--- config.mk ---
export PLATFORM = sky130hd
export DESIGN_NAME = instruction_fetch
export DESIGN_NICKNAME = d
export VERILOG_FILES = /design/src/rtl/cpu_pkg.sv /design/src/rtl/fetch_pc_reg.sv /design/src/rtl/instruction_fetch.sv
export SDC_FILE = /design/constraint.sdc
export NUM_CORES = 1
export LEC_CHECK = 0
export CAP_MARGIN = 20
export CORE_ASPECT_RATIO = 0.75
export CORE_UTILIZATION = 48
export CTS_CLUSTER_SIZE = 30
export DETAILED_ROUTE_END_ITERATION = 10
export MAX_ROUTING_LAYER = met4
export PLACE_DENSITY = 0.84
export REMOVE_ABC_BUFFERS = 1
export SYNTH_ARGS = -nofsm -noshare
export SYNTH_HDL_FRONTEND = slang
export SYNTH_HIERARCHICAL = 1
export SYNTH_SLANG_ARGS = --single-unit
--- constraint.sdc ---
create_clock -name clk -period 5.42 [get_ports clk]
set_clock_uncertainty 0.15 [all_clocks]
set_input_delay 1.355 -clock clk [delete_from_list [all_inputs] [get_ports clk]]
set_output_delay 1.355 -clock clk [all_outputs]
set_load 0.02 [all_outputs]
--- src/rtl/cpu_pkg.sv ---
// Shared core definitions: widths, opcodes and fetch states.
// Imported by the fetch stage and its PC register.
package cpu_pkg;

    localparam int CPU_ADDR_W = 4;
    localparam int CPU_INST_W = 16;

    localparam logic [3:0] OP_NOP  = 4'b0000;
    localparam logic [3:0] OP_LOAD = 4'b0001;
    localparam logic [3:0] OP_ADD  = 4'b0010;
    localparam logic [3:0] OP_SUB  = 4'b0011;
    localparam logic [3:0] OP_JMP  = 4'b1000;
    localparam logic [3:0] OP_SUBI = 4'b1011;
    localparam logic [3:0] OP_BR   = 4'b1100;
    localparam logic [3:0] OP_MOV  = 4'b1110;
    localparam logic [3:0] OP_OUT  = 4'b1111;

    typedef enum logic [1:0] {
        IDLE  = 2'd0,
        RUN   = 2'd1,
        STALL = 2'd2
    } fetch_state_e;

endpackage

--- src/rtl/fetch_pc_reg.sv ---
// Program counter: hold, increment with wrap, redirect or predecoded jmp.
// Ports: clk_i, rst_i, advance_i, redirect_valid_i/redirect_pc_i,
//        jmp_hit_i/jmp_tgt_i, pc_o.
module fetch_pc_reg
    import cpu_pkg::*;
#(
    parameter int ADDR_W   = CPU_ADDR_W,
    parameter int RESET_PC = 0
) (
    input  logic              clk_i,
    input  logic              rst_i,
    input  logic              advance_i,
    input  logic              redirect_valid_i,
    input  logic [ADDR_W-1:0] redirect_pc_i,
    input  logic              jmp_hit_i,
    input  logic [ADDR_W-1:0] jmp_tgt_i,
    output logic [ADDR_W-1:0] pc_o
);

    logic [ADDR_W-1:0] pc_q;
    logic [ADDR_W-1:0] pc_d;

    // Redirect beats everything; PC+1 wraps naturally at ADDR_W bits.
    always_comb begin
        pc_d = pc_q;
        if (redirect_valid_i) begin
            pc_d = redirect_pc_i;
        end else if (advance_i) begin
            pc_d = jmp_hit_i ? jmp_tgt_i : pc_q + ADDR_W'(1);
        end
    end

    always_ff @(posedge clk_i or posedge rst_i) begin
        if (rst_i) begin
            pc_q <= ADDR_W'(RESET_PC);
        end else begin
            pc_q <= pc_d;
        end
    end

    assign pc_o = pc_q;

endmodule

--- src/rtl/instruction_fetch.sv ---
// Fetch stage: PC -> ROM -> IR, valid/ready hand-off to decode, redirects.
// Ports: clk, rst, fetch_en, rom_address/rom_inst, ir_valid/ir_ready, ir,
//        ir_pc, ir_jmp_taken, redirect_valid/redirect_pc, fetch_count.
// Define FETCH_PREDECODE_EN to redirect jmp in fetch with no bubble.
module instruction_fetch
    import cpu_pkg::*;
#(
    parameter int         ADDR_W     = CPU_ADDR_W,
    parameter int         INST_W     = CPU_INST_W,
    parameter int         RESET_PC   = 0,
    parameter logic [3:0] JMP_OPCODE = OP_JMP
) (
    input  logic              clk,
    input  logic              rst,
    input  logic              fetch_en,
    output logic [ADDR_W-1:0] rom_address,
    input  logic [INST_W-1:0] rom_inst,
    output logic              ir_valid,
    input  logic              ir_ready,
    output logic [INST_W-1:0] ir,
    output logic [ADDR_W-1:0] ir_pc,
    output logic              ir_jmp_taken,
    input  logic              redirect_valid,
    input  logic [ADDR_W-1:0] redirect_pc,
    output logic [15:0]       fetch_count
);

`ifdef FETCH_PREDECODE_EN
    localparam bit PREDECODE = 1'b1;
`else
    localparam bit PREDECODE = 1'b0;
`endif

    fetch_state_e      state_q, state_d;
    logic [INST_W-1:0] ir_q, ir_d;
    logic [ADDR_W-1:0] ir_pc_q, ir_pc_d;
    logic              ir_valid_q, ir_valid_d;
    logic              ir_jmp_q, ir_jmp_d;
    logic [15:0]       count_q, count_d;

    logic [ADDR_W-1:0] pc;
    logic              slot_open;
    logic              do_fetch;
    logic              xfer;
    logic              jmp_hit;
    logic [ADDR_W-1:0] jmp_tgt;

    assign slot_open = !ir_valid_q || ir_ready;
    assign do_fetch  = fetch_en && slot_open && !redirect_valid;
    assign xfer      = ir_valid_q && ir_ready;
    assign jmp_hit   = PREDECODE && (rom_inst[15:12] == JMP_OPCODE);
    assign jmp_tgt   = ADDR_W'(rom_inst[11:8]);

    fetch_pc_reg #(
        .ADDR_W   (ADDR_W),
        .RESET_PC (RESET_PC)
    ) u_pc (
        .clk_i            (clk),
        .rst_i            (rst),
        .advance_i        (do_fetch),
        .redirect_valid_i (redirect_valid),
        .redirect_pc_i    (redirect_pc),
        .jmp_hit_i        (jmp_hit),
        .jmp_tgt_i        (jmp_tgt),
        .pc_o             (pc)
    );

    always_comb begin
        state_d = state_q;
        if (!fetch_en && !ir_valid_q) begin
            state_d = IDLE;
        end else begin
            unique case (state_q)
                IDLE: begin
                    if (fetch_en) state_d = RUN;
                end
                RUN: begin
                    if (ir_valid_q && !ir_ready && !redirect_valid)
                        state_d = STALL;
                end
                STALL: begin
                    if (ir_ready || redirect_valid) state_d = RUN;
                end
                default: state_d = IDLE;
            endcase
        end
    end

    // A consumed IR is counted even when a redirect flushes that cycle.
    always_comb begin
        ir_d       = ir_q;
        ir_pc_d    = ir_pc_q;
        ir_valid_d = ir_valid_q;
        ir_jmp_d   = ir_jmp_q;
        count_d    = count_q;
        if (xfer && count_q != 16'hFFFF) begin
            count_d = count_q + 16'd1;
        end
        if (redirect_valid) begin
            ir_valid_d = 1'b0;
            ir_jmp_d   = 1'b0;
        end else if (do_fetch) begin
            ir_d       = rom_inst;
            ir_pc_d    = pc;
            ir_valid_d = 1'b1;
            ir_jmp_d   = jmp_hit;
        end else if (ir_ready) begin
            ir_valid_d = 1'b0;
            ir_jmp_d   = 1'b0;
        end
    end

    always_ff @(posedge clk or posedge rst) begin
        if (rst) begin
            state_q    <= IDLE;
            ir_q       <= '0;
            ir_pc_q    <= '0;
            ir_valid_q <= 1'b0;
            ir_jmp_q   <= 1'b0;
            count_q    <= '0;
        end else begin
            state_q    <= state_d;
            ir_q       <= ir_d;
            ir_pc_q    <= ir_pc_d;
            ir_valid_q <= ir_valid_d;
            ir_jmp_q   <= ir_jmp_d;
            count_q    <= count_d;
        end
    end

    assign rom_address  = pc;
    assign ir_valid     = ir_valid_q;
    assign ir           = ir_q;
    assign ir_pc        = ir_pc_q;
    assign ir_jmp_taken = ir_jmp_q;
    assign fetch_count  = count_q;

endmodule

Word-level counts from Yosys, hierarchy flattened:

Index checks and enable logic that the tools add are counted.

* bits in registers: 42
* input bits: 25
* output and inout bits: 42
* logic and storage cells: 27

* $add $sub $neg: 2
* eq/ne operators: 1
* mux-type cells: 7
* bitwise logic cells: 1
* reduce and logical (&&, ||, !) cells: 10

Operators with widths (count)
* 16-bit by 1-bit adder with 16-bit output (second input constant): 1
* 16-bit inequality test (second input constant): 1
* 4-bit two-way mux: 2
* 1-bit two-way mux: 5
* 4-bit by 1-bit adder with 4-bit output (second input constant): 1
* 1-bit logical AND: 4
* 3-bit nonzero test: 1
* 1-bit zero test: 2
* 2-bit AND reduction: 1
* 2-bit nonzero test: 1
* 1-bit logical OR: 1
* 1-bit inverter: 1

Longest topological paths before layout:

Gate-level depths: netlist of the first run.

* depth after elaboration: 6
* depth in mapped cells: 7

Hierarchy:

Netlist of the first run, hierarchy kept.

By module, submodules not included
* instruction_fetch: times used 1, cells each 121, area an instance 1602.8 µm², sequential area each 925.9 µm²
* fetch_pc_reg: times used 1, cells each 31, area an instance 279.0 µm², sequential area each 100.1 µm²

Least setup slack after synthesis of the first run:

Ideal clock, no wire load.

* kind: input-to-reg
* from: input ir_ready
* to: register u_pc.pc_q[3], in the netlist u_pc/pc_o[3]
* library setup time: 0.086 ns
* arrival: 2.624 ns
* slack: 2.560 ns
* stages on the path: 7
* cell sequence: nor2b_1 nor3b_1 buf_2 buf_6 nand4_2 or3_1 a32oi_1

* word-level cells in the longest chain between the ends: 4

Ends and longest elaborated chain
* from (decl): RTL line instruction_fetch.sv:19 `input logic ir_ready,`
* 1-bit logical OR: RTL line instruction_fetch.sv:48 `assign slot_open = !ir_valid_q || ir_ready;`
* 1-bit logical AND (2 in series): RTL line instruction_fetch.sv:49 `assign do_fetch = fetch_en && slot_open && !redirect_valid;`
* via do_fetch: RTL line instruction_fetch.sv:43 `logic do_fetch;`
* 2-bit nonzero test (no line)
* to (signal assigned): RTL line fetch_pc_reg.sv:35 `pc_q <= ADDR_W'(RESET_PC);`
* to (signal assigned): RTL line fetch_pc_reg.sv:37 `pc_q <= pc_d;`
* to (decl): RTL line fetch_pc_reg.sv:20 `logic [ADDR_W-1:0] pc_q;`

The timed path passes the listed nets, and every way through them passes these cells.
A chain may end at the register's enable or synchronous reset.

Worst setup path in the final report of the first run:

* from: input redirect_valid
* to: register u_pc.pc_q[1], in the netlist u_pc/pc_o[1]

* word-level cells in the longest chain between the ends: 3

Ends and longest elaborated chain
* from (decl): RTL line instruction_fetch.sv:23 `input logic redirect_valid,`
* 1-bit zero test
* 1-bit logical AND: RTL line instruction_fetch.sv:49
* 2-bit nonzero test (no line)

Parallel ways exist; a longest one is shown, timed or not.

==> summary.md, run 1 <==
| Metric | Value |
|---|---|
| Sequential area share after synthesis | `54.5%` |
| Die Ht | `56.2 um` |
| Number of clock sinks | `41` |
| Outcome | `completed` |
| Storage cell area | `0.00103 mm^2` |
| Setup slack, reg-to-reg | `3.12 ns` |
| Largest net degree at the start of global routing | `36` |
| WP data required | `5.50 ns` |
| Slew Viols, Final | `0` |
| Layout fillers | `267` |
| Class of the tightest hold or removal check | `reg -> reg` |
| Cts hold-fix bufs | `0` |
| Met3 Wirelength | `149 um` |
| Clock Path Buffers | `2` |
| PwrDens | `342 mW/mm^2` |
| Placed cells | `265` |
| Fin area | `0.00269 mm^2` |
| Commonest cells after routing, fill and taps aside | `clkdlybuf4s50_1, dfrtp_1, mux2_2` |
| Post-synth cell types | `43` |
| Worst R2R End | `u_pc/pc_o[1]` |
| Net count reported at finish | `247` |
| Worst r2r src | `ir_valid` |
| Row cnt | `19` |
| #FFs+latches synth | `41` |
| DR vias | `1426` |
| Fin Setup TNS | `0 ns` |
| Synthesis-to-finish area growth | `42.9%` |
| HP Start | `ir[0]` |
| Worst-path fanout max | `17` |
| Layout cell share with drive strength beyond 1 | `18.1%` |
| N_diodes | `0` |
| Hold Fails Final Rpt | `0` |
| Number of max-cap violations | `0` |
| CTS tree | `built` |
| Synth Instances | `152` |
| Router iterations before antenna repair | `4` |
| Hold Path Sink | `ir[0]` |
| Post-Route WL | `4180 um` |
| Initial antenna violation count | `0` |
| Placement Cell Area | `0.00257 mm^2` |
| Metal1 wirelength | `1870 um` |
| IO Pins | `67` |
| Synth Area per Inst | `12.4 um^2` |
| VDD IR max | `0.000246 V` |
| Final Cycle Share | `63.6%` |
| CP arrival | `3.53 ns` |
| Global-route wire length before repair | `7220 um` |
| Worst Setup Start Kind | `input port` |
| Hpwl dp | `3050 um` |
| Fin cells | `273` |
| RSZ-0062 raised after global routing | `no` |
| Clock latency on the worst-skew pair | `0.29 ns` |
| Via-to-Cell Ratio | `5.22` |
| Crit. Startpoint | `redirect_valid` |
| CTS resizes | `0` |
| Vias in the first global route | `1507` |
| DRC | `0` |
| Power Total | `0.920 mW` |
| Cells on worst reg2reg path | `6` |
| Critical path type | `in -> reg` |
| Area of the multi-input gates | `805 um^2` |
| Buffers on Ports | `65` |
| Initial drt markers | `72` |
| Num CTS Buffers | `5` |
| Die area | `0.00418 mm^2` |
| Fin crit period | `3.45 ns` |
| Slew HR | `41.7%` |
| Wirelength per Cell | `15.3 um` |
| Most common cell after layout, fill and taps aside | `clkdlybuf4s50_1` |
| WHS Path Cells | `1` |
| Crit end category | `register` |
| Grt ovf | `0` |
| ANT nets after route | `0` |
| H-tree depth | `2` |
| Initial core utilization | `50.7%` |
| Root buffer cell | `clkbuf_8` |
| GRT Util Overall | `23.8%` |
| Reg clk slew, reported paths | `0.08 ns` |
| Number of warning messages in the yosys log | `6` |
| DR WL met2 | `2080 um` |
| Final hold slack | `0.363 ns` |
| Worst-Margin Slew | `0.871 ns` |
| DIE WIDTH | `74.3 um` |
| Top Layer Used | `met4` |
| Synthesized area | `0.00188 mm^2` |
| GP Congestion | `0.865` |
| Core area | `0.00371 mm^2` |
| FMAX | `0.290 GHz` |
| Leakage | `1.17 nW` |
| Postcts setup bufs | `0` |
| Final setup viols | `0` |
-- layout make-up --
type / count / area share, %
clock buffers: 7 / 3.21
clock inverters: 1 / 1.12
inverters: 3 / 0.419
multi-input cells: 102 / 29.9
flip-flops and latches: 41 / 38.2
well taps: 52 / 2.42
repair buffers: 67 / 24.8
-- worst max-delay path, cell delays in order --
cell and delay, ns:
clkdlybuf4s50_1 0.58, nor3b_2 0.80, buf_4 0.37, nor2_1 0.08
a211oi_1 0.23, a21o_1 0.12
-- state kept, by name, indices dropped and copies added, names as in the netlist --
register / cells
fetch_count: 16
ir: 16
ir_pc: 4
ir_valid: 1
u_pc/pc_o: 4
-- how the worst max path moves through the flow --
stage | end | depth (start not counted)
finish | u_pc/pc_o[1] | 6
global route | u_pc/pc_o[1] | 6
CTS | ir[14] | 4
detailed placement | ir[4] | 4
global placement | ir[1] | 4
floorplan | u_pc/pc_o[3] | 5
-- stage by stage --
step	util, %	setup WS (ns)
finish	72.5	1.97
global route	72.5	1.76
CTS	72.5	2.00
detailed placement	69.4	1.69
global placement	69.4	1.80
floorplan	-	1.04
-- power breakdown --
part	switching [mW]	internal (mW)	leakage [nW]	total, mW
logic	0.124	0.141	0.603	0.265
registers	0.0467	0.355	0.512	0.401
clock network	0.104	0.150	0.0585	0.254
-- metal layers --
| metal | vias up | track usage [%] |
|---|---|---|
| met3 | 10 | 4.53 |
| met5 | - | - |
| met1 | 704 | 30.7 |
| met4 | 0 | 8.63 |
| met2 | 41 | 37.3 |
| li1 | 671 | - |
-- cells in the mapped netlist (all sizes together) --
cell / count / area, um^2
nor2b: 1 / 6.26
nand2: 11 / 41.3
a311oi: 1 / 8.76
a21oi: 1 / 5.00
dfrtp: 41 / 1030
a211oi: 1 / 7.51
a31oi: 1 / 6.26
o2111ai: 1 / 8.76
mux2: 21 / 236
a21o: 1 / 7.51
and3: 1 / 6.26
xnor2: 1 / 8.76
nor3b: 4 / 30.0
inv: 3 / 11.3
nand3: 3 / 15.0
ha: 2 / 25.0
buf: 5 / 40.0
and2: 1 / 6.26
conb: 1 / 3.75
nand4: 6 / 50.0
mux2i: 1 / 10.0
or3: 2 / 17.5
and4bb: 1 / 12.5
clkbuf: 2 / 8.75
o31ai: 1 / 7.51
nor4: 3 / 37.5
o21ai: 3 / 15.0
nor2: 7 / 26.3
a32oi: 1 / 8.76
o22ai: 1 / 6.26
and2b: 1 / 8.76
and4: 1 / 8.76
xor2: 13 / 114
or2: 2 / 12.5
or4: 1 / 7.51
nor3: 5 / 30.0
-- logic make-up (layout without fill, tap and decap cells) --
group,Yosys count,after routing,synth area share [%]
flops,41,41,54.5
fa+ha+maj,2,2,1.33
simple gates,50,50,16.8
compound gates,12,12,4.32
buf+inv,10,78,3.19
mux,22,22,13.1
xor+xnor,14,14,6.52
other cells,1,2,0.199
No activity file was read; power rests on OpenSTA's default activity.
==> run 2: changes to the inputs <==
- CORE_UTILIZATION: 48 -> 40
- PLACE_DENSITY: 0.84 -> 0.74
- clock period: 5.42 -> 2.9 ns (I/O delays scaled with it)
==> run 2 against run 1 <==
Compared with the run above:
- routed wire length fell by 2.0%
- via count fell by 2.7%
- core utilization fell by 12 points
- register-to-register slack got worse by 2.2 ns
- worst setup slack got worse by 1.3 ns
- final cell count rose by 2.6%
- final area rose by 0.79%
- critical path depth fell by 5
- power rose by 85%
- non-clock buffer count rose by 2
- sequential cell count did not move
==> summary.md, run 2 (same netlist as run 1, synthesis figures left out) <==
| Metric | Value |
|---|---|
| Worst path bufs/invs | `1` |
| Grt ovf | `0` |
| CP Cell Sequence | `clkdlybuf4s50_1` |
| Leakage | `1.18 nW` |
| CP arrival | `1.39 ns` |
| Clock latency on the worst-skew pair | `0.29 ns` |
| WP data required | `2.03 ns` |
| CP max stage delay | `0.65 ns` |
| PnR worst setup slack | `0.633 ns` |
| IO Pins | `67` |
| Largest net degree at the start of global routing | `38` |
| GP Congestion | `0.799` |
| Die area | `0.00499 mm^2` |
| Placement Cell Area | `0.00259 mm^2` |
| DR vias | `1387` |
| Num CTS Buffers | `5` |
| Pre-CTS setup slack | `0.390 ns` |
| Storage cell area | `0.00103 mm^2` |
| Row cnt | `21` |
| FMAX | `0.441 GHz` |
| Core area | `0.00449 mm^2` |
| VDD IR max | `0.000334 V` |
| Buffers on Ports | `65` |
| Vias in the first global route | `1375` |
| GRT Util Overall | `18.9%` |
| ANT nets after route | `0` |
| Net count reported at finish | `249` |
| Number of max-cap violations | `0` |
| Layout cell share with drive strength beyond 1 | `18.8%` |
| Fin Setup TNS | `0 ns` |
| Initial core utilization | `41.9%` |
| H-tree depth | `2` |
| CTS tree | `built` |
| Worst Setup Start Kind | `register` |
| Hold Fails Final Rpt | `0` |
| Commonest cells after routing, fill and taps aside | `clkdlybuf4s50_1, dfrtp_1, mux2_2` |
| Wirelength per Cell | `14.6 um` |
| Setup slack, reg-to-reg | `0.89 ns` |
| RSZ-0062 raised after global routing | `no` |
| Max stage delay cell, worst path | `clkdlybuf4s50_1` |
| Number of clock sinks | `41` |
| Via-to-Cell Ratio | `4.95` |
| Fin area | `0.00271 mm^2` |
| Router iterations before antenna repair | `4` |
| Final setup viols | `0` |
| Postcts setup bufs | `0` |
| Hpwl dp | `3050 um` |
| Critical path type | `reg -> out` |
| Layout fillers | `379` |
| DRC | `0` |
| Reg clk slew, reported paths | `0.07 ns` |
| Post-Route WL | `4100 um` |
| Most common cell after layout, fill and taps aside | `clkdlybuf4s50_1` |
| Area of the multi-input gates | `805 um^2` |
| Utilization after layout | `60.3%` |
| CTS resizes | `0` |
| PwrDens | `629 mW/mm^2` |
| Die Ht | `61.4 um` |
| Clock Path Buffers | `2` |
| Cts hold-fix bufs | `0` |
| Synthesis-to-finish area growth | `44.0%` |
| Global-route wire length before repair | `6600 um` |
| CP delay by family, top | `buffers and inverters` |
| Initial drt markers | `34` |
| Class of the tightest hold or removal check | `reg -> reg` |
| Outcome | `completed` |
| Slew Viols, Final | `0` |
| Root buffer cell | `clkbuf_8` |
| Fin crit period | `2.27 ns` |
| Power Total | `1.71 mW` |
| DIE WIDTH | `81.2 um` |
| Crit end category | `output pin` |
| N_diodes | `0` |
| Final Cycle Share | `78.2%` |
| Worst-path fanout max | `6` |
| Initial antenna violation count | `0` |
## run 2: final cells by class
class | instances | share of cell area [%]
repair buffers | 69 | 25.1
clock inverters | 1 | 1.11
well taps | 57 | 2.63
inverters | 3 | 0.416
flip-flops and latches | 41 | 37.9
multi-input cells | 102 | 29.7
clock buffers | 7 | 3.19
## run 2: layer usage
layer / vias up / GRT usage, % / part of all wire, %
met2: 42 / 25.8 / 42
met1: 664 / 26.9 / 51
met4: 0 / 5.87 / 0.66
met5: - / - / 0
li1: 677 / - / -
met3: 4 / 5.48 / 5.7
## run 2: through the flow
stage,hold slack [ns],std cells
after CTS,0.364,280
after floorplan,0.341,146
after detailed placement,0.344,272
final,0.359,280
after global placement,0.340,272
after global routing,0.386,280
## run 2: final timing paths
path | start | endpoint | cells after the start
worst max-delay path | u_pc/pc_o[0] | rom_address[0] | 1
worst min-delay path | ir[10] | ir[10] | 1
min in group asynchronous | rst | u_pc/pc_o[1] | 2
worst max register to register | fetch_count[0] | fetch_count[1] | 5
worst min register to register | ir[10] | ir[10] | 1
max in group asynchronous | rst | ir_valid | 3
## run 2: power breakdown
part / internal, mW / total [mW] / leakage (nW) / switching (mW)
clock: 0.281 / 0.469 / 0.0585 / 0.189
combinational: 0.264 / 0.493 / 0.613 / 0.229
sequential: 0.663 / 0.743 / 0.512 / 0.0804
total: 1.21 / 1.71 / 1.18 / 0.498
